===== src/rtl/wb_btn_led_pkg.sv =====
// Shared constants for the Wishbone button/LED controller.
// Register offsets, field widths and CTRL bit positions.
package wb_btn_led_pkg;

  localparam int NBTN  = 3;
  localparam int LED_W = 8;
  localparam int CNT_W = 16;

  localparam logic [1:0] REG_LED   = 2'd0;
  localparam logic [1:0] REG_STATE = 2'd1;
  localparam logic [1:0] REG_EVENT = 2'd2;
  localparam logic [1:0] REG_CTRL  = 2'd3;

  localparam int CTRL_AUTO_BIT = 0;
  localparam int CTRL_MASK_LSB = 4;
  localparam int CTRL_MASK_W   = 3;

endpackage


===== src/rtl/btn_debounce.sv =====
// One button: two-flop synchroniser, stability counter, rise pulse.
// rise_o pulses in the same cycle deb_o first reads 1.
module btn_debounce
  import wb_btn_led_pkg::*;
#(
  parameter int unsigned DEBOUNCE_CYCLES = 16
) (
  input  logic clk_i,
  input  logic rst_ni,
  input  logic btn_i,
  output logic deb_o,
  output logic rise_o
);

  localparam logic [CNT_W-1:0] LAST =
    CNT_W'(DEBOUNCE_CYCLES - 1);

  logic [1:0]       sync_q, sync_d;
  logic             deb_q, deb_d;
  logic             rise_q, rise_d;
  logic [CNT_W-1:0] cnt_q, cnt_d;

  always_comb begin
    sync_d = {sync_q[0], btn_i};
    deb_d  = deb_q;
    rise_d = 1'b0;
    cnt_d  = '0;
    if (sync_q[1] != deb_q) begin
      if (cnt_q == LAST) begin
        deb_d  = sync_q[1];
        rise_d = sync_q[1];
      end else begin
        cnt_d = cnt_q + 1'b1;
      end
    end
  end

  always_ff @(posedge clk_i or negedge rst_ni) begin
    if (!rst_ni) begin
      sync_q <= '0;
      deb_q  <= 1'b0;
      rise_q <= 1'b0;
      cnt_q  <= '0;
    end else begin
      sync_q <= sync_d;
      deb_q  <= deb_d;
      rise_q <= rise_d;
      cnt_q  <= cnt_d;
    end
  end

  assign deb_o  = deb_q;
  assign rise_o = rise_q;

endmodule


===== src/rtl/wb_btn_led_ctrl.sv =====
// Wishbone LED register, debounced buttons, W1C events, AUTO mode.
// Optional BTN_IRQ_EN adds irq_o and IRQ_MASK at CTRL[6:4].
module wb_btn_led_ctrl
  import wb_btn_led_pkg::*;
#(
  parameter logic [31:0] BASE_ADDR       = 32'h3000_0000,
  parameter int unsigned DEBOUNCE_CYCLES = 16
) (
  input  logic        wb_clk_i,
  input  logic        wb_rst_ni,
  input  logic        wbs_cyc_i,
  input  logic        wbs_stb_i,
  input  logic        wbs_we_i,
  input  logic [3:0]  wbs_sel_i,
  input  logic [31:0] wbs_adr_i,
  input  logic [31:0] wbs_dat_i,
  output logic        wbs_ack_o,
  output logic [31:0] wbs_dat_o,
  input  logic [2:0]  btn_i,
  output logic [7:0]  led_o,
  output logic [7:0]  led_oeb_o
`ifdef BTN_IRQ_EN
  ,
  output logic        irq_o
`endif
);

  logic [NBTN-1:0]  deb, rise;
  logic             ack_q, ack_d;
  logic [31:0]      dat_q, dat_d;
  logic [LED_W-1:0] led_q, led_d;
  logic [NBTN-1:0]  ev_q, ev_d;
  logic             auto_q, auto_d;
  logic [CTRL_MASK_W-1:0] mask;
  logic [31:0]      rdata;
  logic             req, wr;
  logic [1:0]       off;
  logic             unused;

  for (genvar k = 0; k < NBTN; k++) begin : g_btn
    btn_debounce #(
      .DEBOUNCE_CYCLES(DEBOUNCE_CYCLES)
    ) u_deb (
      .clk_i (wb_clk_i),
      .rst_ni(wb_rst_ni),
      .btn_i (btn_i[k]),
      .deb_o (deb[k]),
      .rise_o(rise[k])
    );
  end

  assign req = wbs_cyc_i & wbs_stb_i &
               (wbs_adr_i[31:4] == BASE_ADDR[31:4]);
  assign off = wbs_adr_i[3:2];
  assign ack_d = req & ~ack_q;
  assign wr = ack_d & wbs_we_i & wbs_sel_i[0];

`ifdef BTN_IRQ_EN
  logic [CTRL_MASK_W-1:0] mask_q, mask_d;
  logic                   irq_q, irq_d;

  always_comb begin
    mask_d = mask_q;
    if (wr && off == REG_CTRL)
      mask_d = wbs_dat_i[CTRL_MASK_LSB +: CTRL_MASK_W];
    irq_d = |(ev_q & mask_q);
  end

  always_ff @(posedge wb_clk_i or negedge wb_rst_ni) begin
    if (!wb_rst_ni) begin
      mask_q <= '0;
      irq_q  <= 1'b0;
    end else begin
      mask_q <= mask_d;
      irq_q  <= irq_d;
    end
  end

  assign mask  = mask_q;
  assign irq_o = irq_q;
`else
  assign mask = '0;
`endif

  always_comb begin
    rdata = '0;
    unique case (1'b1)
      off == REG_LED:   rdata[LED_W-1:0] = led_q;
      off == REG_STATE: rdata[NBTN-1:0]  = deb;
      off == REG_EVENT: rdata[NBTN-1:0]  = ev_q;
      off == REG_CTRL: begin
        rdata[CTRL_AUTO_BIT] = auto_q;
        rdata[CTRL_MASK_LSB +: CTRL_MASK_W] = mask;
      end
      default: rdata = '0;
    endcase
  end

  always_comb begin
    dat_d  = ack_d ? rdata : '0;
    auto_d = auto_q;
    ev_d   = ev_q;
    led_d  = led_q;
    if (wr && off == REG_CTRL)
      auto_d = wbs_dat_i[CTRL_AUTO_BIT];
    // Clear first so a same-cycle rise wins.
    if (wr && off == REG_EVENT)
      ev_d = ev_q & ~wbs_dat_i[NBTN-1:0];
    ev_d = ev_d | rise;
    if (wr && off == REG_LED) begin
      led_d = wbs_dat_i[LED_W-1:0];
    end else if (auto_q) begin
      if (rise[2])      led_d = 8'hFF;
      else if (rise[1]) led_d = 8'h00;
      else if (rise[0]) led_d = led_q + 1'b1;
    end
  end

  always_ff @(posedge wb_clk_i or negedge wb_rst_ni) begin
    if (!wb_rst_ni) begin
      ack_q  <= 1'b0;
      dat_q  <= '0;
      led_q  <= '0;
      ev_q   <= '0;
      auto_q <= 1'b0;
    end else begin
      ack_q  <= ack_d;
      dat_q  <= dat_d;
      led_q  <= led_d;
      ev_q   <= ev_d;
      auto_q <= auto_d;
    end
  end

  assign wbs_ack_o = ack_q;
  assign wbs_dat_o = dat_q;
  assign led_o     = led_q;
  assign led_oeb_o = 8'h00;
  assign unused    = ^{wbs_dat_i[31:8], wbs_sel_i[3:1],
                       wbs_adr_i[1:0]};

endmodule


===== config.mk =====
export PLATFORM = sky130hd
export DESIGN_NAME = wb_btn_led_ctrl
export DESIGN_NICKNAME = d
export VERILOG_FILES = /design/src/rtl/wb_btn_led_pkg.sv /design/src/rtl/btn_debounce.sv /design/src/rtl/wb_btn_led_ctrl.sv
export SDC_FILE = /design/constraint.sdc
export NUM_CORES = 1
export LEC_CHECK = 0
export CAP_MARGIN = 0
export CELL_PAD_IN_SITES_DETAIL_PLACEMENT = 0
export CELL_PAD_IN_SITES_GLOBAL_PLACEMENT = 2
export CORE_MARGIN = 4
export CORE_UTILIZATION = 32
export CTS_BUF_LIST = sky130_fd_sc_hd__clkbuf_4 sky130_fd_sc_hd__clkbuf_8
export DETAILED_ROUTE_END_ITERATION = 12
export PLACE_DENSITY = 0.88
export SYNTH_ARGS = -nofsm -noshare
export SYNTH_HDL_FRONTEND = slang
export SYNTH_SLANG_ARGS = --single-unit

===== constraint.sdc =====
create_clock -name wb_clk_i -period 3.5 [get_ports wb_clk_i]
set_input_delay 1.05 -clock wb_clk_i [delete_from_list [all_inputs] [get_ports wb_clk_i]]
set_output_delay 1.05 -clock wb_clk_i [all_outputs]
set_load 0.005 [all_outputs]

==> metrics.txt, run 1 <==
drt initial violations=between 200 and 250; fin cells=between 600 and 700; GRT overflow=0; WP buf/inv=1; first-pass GRT wire length=between 10000 and 15000 um; Post-Synthesis Cells=slightly above 400; post-synthesis cell area=4180 sq um; max-cap viol count=0; sequential share of the synthesized area=around half; worst relative slew slack=33.9%; Overall Power=0.00184 W; clock buffer depth=2; final hold vios=0; Hold Crit Class=flop to flop; I/O pin count=125; CP Launch Type=input port; overall global routing resource usage=12.3%; Place WS=approximately 0.43 ns; met2 WL=4420 um; TritonCTS Buffers=9; status=completed; Max stage delay on crit path=~0.6 ns; Final Max Tran Viols=0; die height=approximately 120 um; share of cells above drive strength 1=7.85%; drc violations=0; CTS root buf=clkbuf_8; routed vias=3145; cell family with most CP delay=simple AND/OR/NAND/NOR gates; CTS resizes=0; crit path kind=input port to flop; pwr/cell area=361 nW/um^2; Starting Density=roughly a third; RSZ-0062 raised after global routing=no; H-tree Lvls=3; Post-synth EDFFs=0; nets=559; crit-path cells=clkdlybuf4s50_1, nor2_1, nand3_1, nor3_4, mux2_2; Worst Setup End Kind=flop; VDD IR-drop max=0.193 mV; Worst Path Max Fanout=9; Area Growth Syn to Fin=22.1%; Slew @ Worst Pin=0.992 ns; crit share post-route=77.9%; met3 wire len=approximately 440 um; core area=12700 sq um; worst path required time=3.73 ns; post-CTS setup buffers=0; fin worst setup slack=0.774 ns; Final min period=~2.7 ns; Most used DFF post-synth=dfrtp_1; total routed wirelength=just under 9000 um; Avg Vias per Cell=roughly 4.8; leakage=approximately 2.2 nW; GPL Wtd Cong=~0.77; Synth area leaders=dfrtp_1 48%, buf_4 5.7%, xnor2_1 4.0%, nor2_1 4.0%, xor2_1 3.6%; flops & latches, synth=81; dpl cells=between 600 and 700; Die Area=15000 sq um; Clock Latency Late Sink=0.35 ns; proportion of netlist area held by the largest area contributor=48.5%; pin count of the biggest net entering global routing=82; IO Port Bufs=63; Mapped Avg Cell Area=10.1 sq um; vias in the first global route=3106; Synth area leader=dfrtp_1; Crit-path slowest cell=clkdlybuf4s50_1; initial antenna violation count=0; antenna viol nets, final=0; met1 WL=3950 um; drt pass-1 iters=6; Die X-Extent=122 um; CP arrival=a little under 3 ns; final setup fails=0; post-synth cell types=43; FP Rows=41; Fmax achieved=between 300 and 400 MHz; Ys Warns=0; setup_tns=0 ns; routed wirelength normalized by instance count=13.6 um; Setup Skew=0.00776 ns; ys async rst share=100%; dpl hpwl=6230 um; antenna cells=0; CTS tree=done; hold buffers post-CTS=0; CTS Sinks=81; top sig layer=met4; Worst-path clk slew=0.08 ns
==> placed cells by master (no fill, tap or decap), types with 4 or more instances in the layout <==
cell type	netlist	final
dfrtp_1	81	81
clkdlybuf4s50_1	0	62
nor2_1	44	44
conb_1	1	32
nand2_1	23	23
nor4_1	21	21
nand4_1	19	19
xnor2_1	19	19
xor2_1	17	17
nand3_1	13	13
mux2_2	13	13
a21oi_1	11	11
and3_1	11	11
inv_1	11	11
o21ai_0	10	10
clkbuf_8	0	10
nor3_1	9	9
or3_1	7	7
nor2b_1	6	6
and4_1	5	5
or4_1	5	5
nand2b_1	5	5
o31ai_1	4	4
mux2i_1	4	4
o221ai_1	4	4
ha_1	4	4
==> worst register-to-register path, stage by stage (launching register included) <==
cell,delay [ns]
dfrtp_1,0.40
ha_1,0.20
nand3_1,0.25
nand4b_1,0.36
nand2_1,0.45
nor2_1,0.11
==> final timing paths <==
check / end / slack [ns] / from / cells past startpoint
worst max-delay path: led_o[2] / 0.77 / wbs_adr_i[2] / 5
worst min-delay path: g_btn[1].u_deb.sync_q[1] / 0.36 / g_btn[1].u_deb.sync_q[0] / 0
worst max register to register: g_btn[2].u_deb.cnt_q[7] / 1.60 / g_btn[2].u_deb.cnt_q[0] / 5
worst min register to register: g_btn[1].u_deb.sync_q[1] / 0.36 / g_btn[1].u_deb.sync_q[0] / 0
max in group asynchronous: g_btn[0].u_deb.cnt_q[3] / 2.00 / wb_rst_ni / 1
min in group asynchronous: wbs_dat_o[6] / 0.86 / wb_rst_ni / 1
==> area by class of cell <==
class | count | area (sq um)
Multi-Input combinational cell | 311 | 1950
Inverter | 11 | 41.3
Sequential cell | 81 | 2030
Clock inverter | 6 | 90.1
Tap cell | 172 | 215
Fill cell | 1303 | 7620
Timing Repair Buffer | 65 | 643
Clock buffer | 10 | 138
==> flip-flops by register name, indices dropped and copies added (netlist names) <==
name and flops:
wbs_dat_o 8, g_btn.u_deb.cnt_q 48, g_btn.u_deb.rise_o 3, g_btn.u_deb.deb_o 3, auto_q 1, led_o 8
g_btn.u_deb.sync_q 6, ev_q 3, wbs_ack_o 1
==> kinds of logic after synthesis <==
group	after synthesis	synth area share, %
fa+ha+maj	4	1.20
flops	81	48.5
other cells	1	0.0897
buf+inv	53	7.63
mux	18	5.00
xor+xnor	36	7.54
compound gates	36	5.48
simple gates	185	24.6
==> metrics by stage <==
stage / area (sq um) / utilization [%] / hold slack, ns
2_1_floorplan: 4300 / - / 0.331
3_3_place_gp: 4880 / 38.3 / 0.331
3_5_place_dp: 4880 / 38.3 / 0.343
4_1_cts: 5100 / 40.1 / 0.362
5_1_grt: 5100 / 40.1 / 0.368
6_report: 5100 / 40.1 / 0.356
==> metal layers <==
| metal | up-vias | track usage [%] |
|---|---|---|
| li1 | 1549 | - |
| met4 | 0 | 3.15 |
| met3 | 8 | 3.23 |
| met1 | 1529 | 15.9 |
| met5 | - | 0 |
| met2 | 59 | 20.6 |
==> where the power goes <==
part / internal (W) / total [W] / leakage (nW) / switching, W
clock: 0.000424 / 0.000774 / 0.113 / 0.000351
sequential: 0.000947 / 0.000957 / 1.11 / 0.0000101
combinational: 0.0000575 / 0.000110 / 0.935 / 0.0000522
==> cells in the mapped netlist (5+ instances only) <==
cell       n
xor2_1    17
or4_1      5
nand2b_1   5
mux2_2    13
and3_1    11
nor2_1    44
a21oi_1   11
nand4_1   19
o21ai_0   10
inv_1     11
xnor2_1   19
dfrtp_1   81
buf_4     32
nor3_1     9
nand3_1   13
nand2_1   23
nor2b_1    6
and4_1     5
or3_1      7
nor4_1    21
clkbuf_1  10
Power figures use the tool's default switching activity.
==> run 2: changes to the inputs <==
- CORE_UTILIZATION: 32 -> 30
- PLACE_DENSITY: 0.88 -> 0.83
- clock period: 3.5 -> 2.55 ns (I/O delays scaled with it)
==> metrics.txt, run 2 (synthesis results as in run 1) <==
final setup fails=0 (unchanged); Worst Setup End Kind=flop; Overall Power=0.00235 W (+27%); pin count of the biggest net entering global routing=54 (-34%); CTS root buf=clkbuf_8; drt initial violations=233 (+14%); leakage=2.17 nW (+0.42%); dpl hpwl=6540 um (+4.9%); RSZ-0062 raised after global routing=no; final design area excluding fillers=5140 sq um (+0.64%); Slew @ Worst Pin=0.527 ns (-0.465 ns); initial antenna violation count=0 (unchanged); Fmax achieved=443 MHz; Worst Path Max Fanout=4 (-5); drt pass-1 iters=4 (-2); die height=126 um (+3.1%); pwr/cell area=457 nW/um^2 (+27%); Area Growth Syn to Fin=22.9%; Post-DP Area=4950 sq um (+1.5%); multi-input logic area=1950 sq um (unchanged); post-CTS setup buffers=0 (unchanged); Worst-path clk slew=0.09 ns (about the same); fin worst setup slack=0.294 ns (-0.480 ns); vias in the first global route=3156 (+1.6%); CTS tree=done; worst path required time=2.80 ns (-0.93 ns); drc violations=0 (unchanged); Place WS=-0.0920 ns (-0.520 ns); overall global routing resource usage=11.5% (-0.77 points); Hold Crit Class=input port to async pin; CP arrival=2.51 ns (-0.45 ns); crit share post-route=88.5%; final hold vios=0 (unchanged); Final Max Tran Viols=0 (unchanged); hold buffers post-CTS=0 (unchanged); Crit-path slowest cell=clkdlybuf4s50_1; Starting Density=31.1% (-1.8 points); Clock Latency Late Sink=0.36 ns (about the same); nets=565 (+1.1%); core area=13500 sq um (+5.7%); Max stage delay on crit path=0.40 ns (-0.19 ns); VDD IR-drop max=0.217 mV (+12%); max-cap viol count=0 (unchanged); I/O pin count=125 (unchanged); CP Launch Type=input port; Die X-Extent=126 um (+3.1%); routed wirelength normalized by instance count=13.5 um (-0.42%); most frequent cells in the layout=81 x dfrtp_1, 62 x clkdlybuf4s50_1, 44 x nor2_1; CTS Sinks=81 (unchanged); H-tree Lvls=3 (unchanged); status=completed; Avg Vias per Cell=4.72 (-1.6%); clock buffer depth=2 (unchanged); first-pass GRT wire length=15100 um (+1.2%); routed vias=3142 (-0.095%); share of cells above drive strength 1=8.98% (+1.1 points); worst relative slew slack=64.7% (+31 points); setup_tns=0 ns (unchanged); antenna cells=0 (unchanged); IO Port Bufs=63 (unchanged); Setup Skew=0.00880 ns (+0.00103 ns); worst hold slack=0.323 ns (-0.0330 ns); total routed wirelength=9000 um (+1.1%); CTS resizes=0 (unchanged); Largest Register=g_btn.u_deb.cnt_q; FF/Latch Area=2030 sq um (unchanged); TritonCTS Buffers=9 (unchanged); max reg flops=48 (unchanged); fillers=1366 (+4.8%); GRT overflow=0 (unchanged); Final min period=2.26 ns; FP Rows=42 (+2.4%); GPL Wtd Cong=0.801 (+4.2%); crit path kind=input port to flop; Die Area=15900 sq um (+6.2%); commonest non-fill, non-tap cell in the layout=dfrtp_1; crit-path cells=clkdlybuf4s50_1, nor4_1, nand4_1, buf_4, nor3_1, mux2_2; antenna viol nets, final=0 (unchanged)
[run 2: cell count changes in the layout (fill, tap and decap cells not counted), sizes merged]
cell / previous run / this run
buf: 3 / 9
bufinv: 2 / 0
clkinvlp: 1 / 3
clkbuf: 10 / 11
clkinv: 2 / 1
[run 2: layout make-up]
type | instances | share of cell area (%)
clock inverter | 5 | 0.779
inverter | 11 | 0.804
tap | 176 | 4.29
multi-input combinational | 311 | 38.0
clock buffer | 11 | 2.83
timing repair buffer | 71 | 13.9
sequential | 81 | 39.5
[run 2: stage by stage]
step	utilization, %	instances
final	38.2	666
after CTS	38.2	666
after detailed placement	36.8	650
after floorplan	-	445
after global routing	38.2	666
after global placement	36.8	650
[run 2: power breakdown]
part	leakage, nW	switching [W]	total (W)	internal, W
sequential	1.11	0.0000133	0.00131	0.00130
combinational	0.971	0.0000741	0.000159	0.0000850
clock	0.0856	0.000478	0.000874	0.000396
total	2.17	0.000566	0.00235	0.00178
[run 2: critical path, delay by kind of cell]
kind	cells	cell delay [ns]
buffers and inverters	2	0.62
multiplexers	1	0.36
AND/OR/NAND/NOR	3	0.75
[run 2: path summary, 6_finish.rpt]
path,endpoint,from,cells after the start,slack (ns)
max,auto_q,wbs_adr_i[21],6,0.29
min,g_btn[1].u_deb.cnt_q[0],wb_rst_ni,1,0.32
max reg2reg,g_btn[1].u_deb.cnt_q[10],g_btn[1].u_deb.cnt_q[0],5,0.63
min reg2reg,g_btn[1].u_deb.sync_q[1],g_btn[1].u_deb.sync_q[0],0,0.34
max in group asynchronous,g_btn[2].u_deb.cnt_q[3],wb_rst_ni,2,1.61
min in group wb_clk_i,g_btn[1].u_deb.sync_q[1],g_btn[1].u_deb.sync_q[0],0,0.34
[run 2: metal layers]
metal	vias up	track usage (%)	part of all wire, %
li1	1564	-	-
met1	1519	14.5	46
met2	50	19.0	49
met3	9	3.81	4.7
met4	0	3.41	0.82
met5	-	0	0
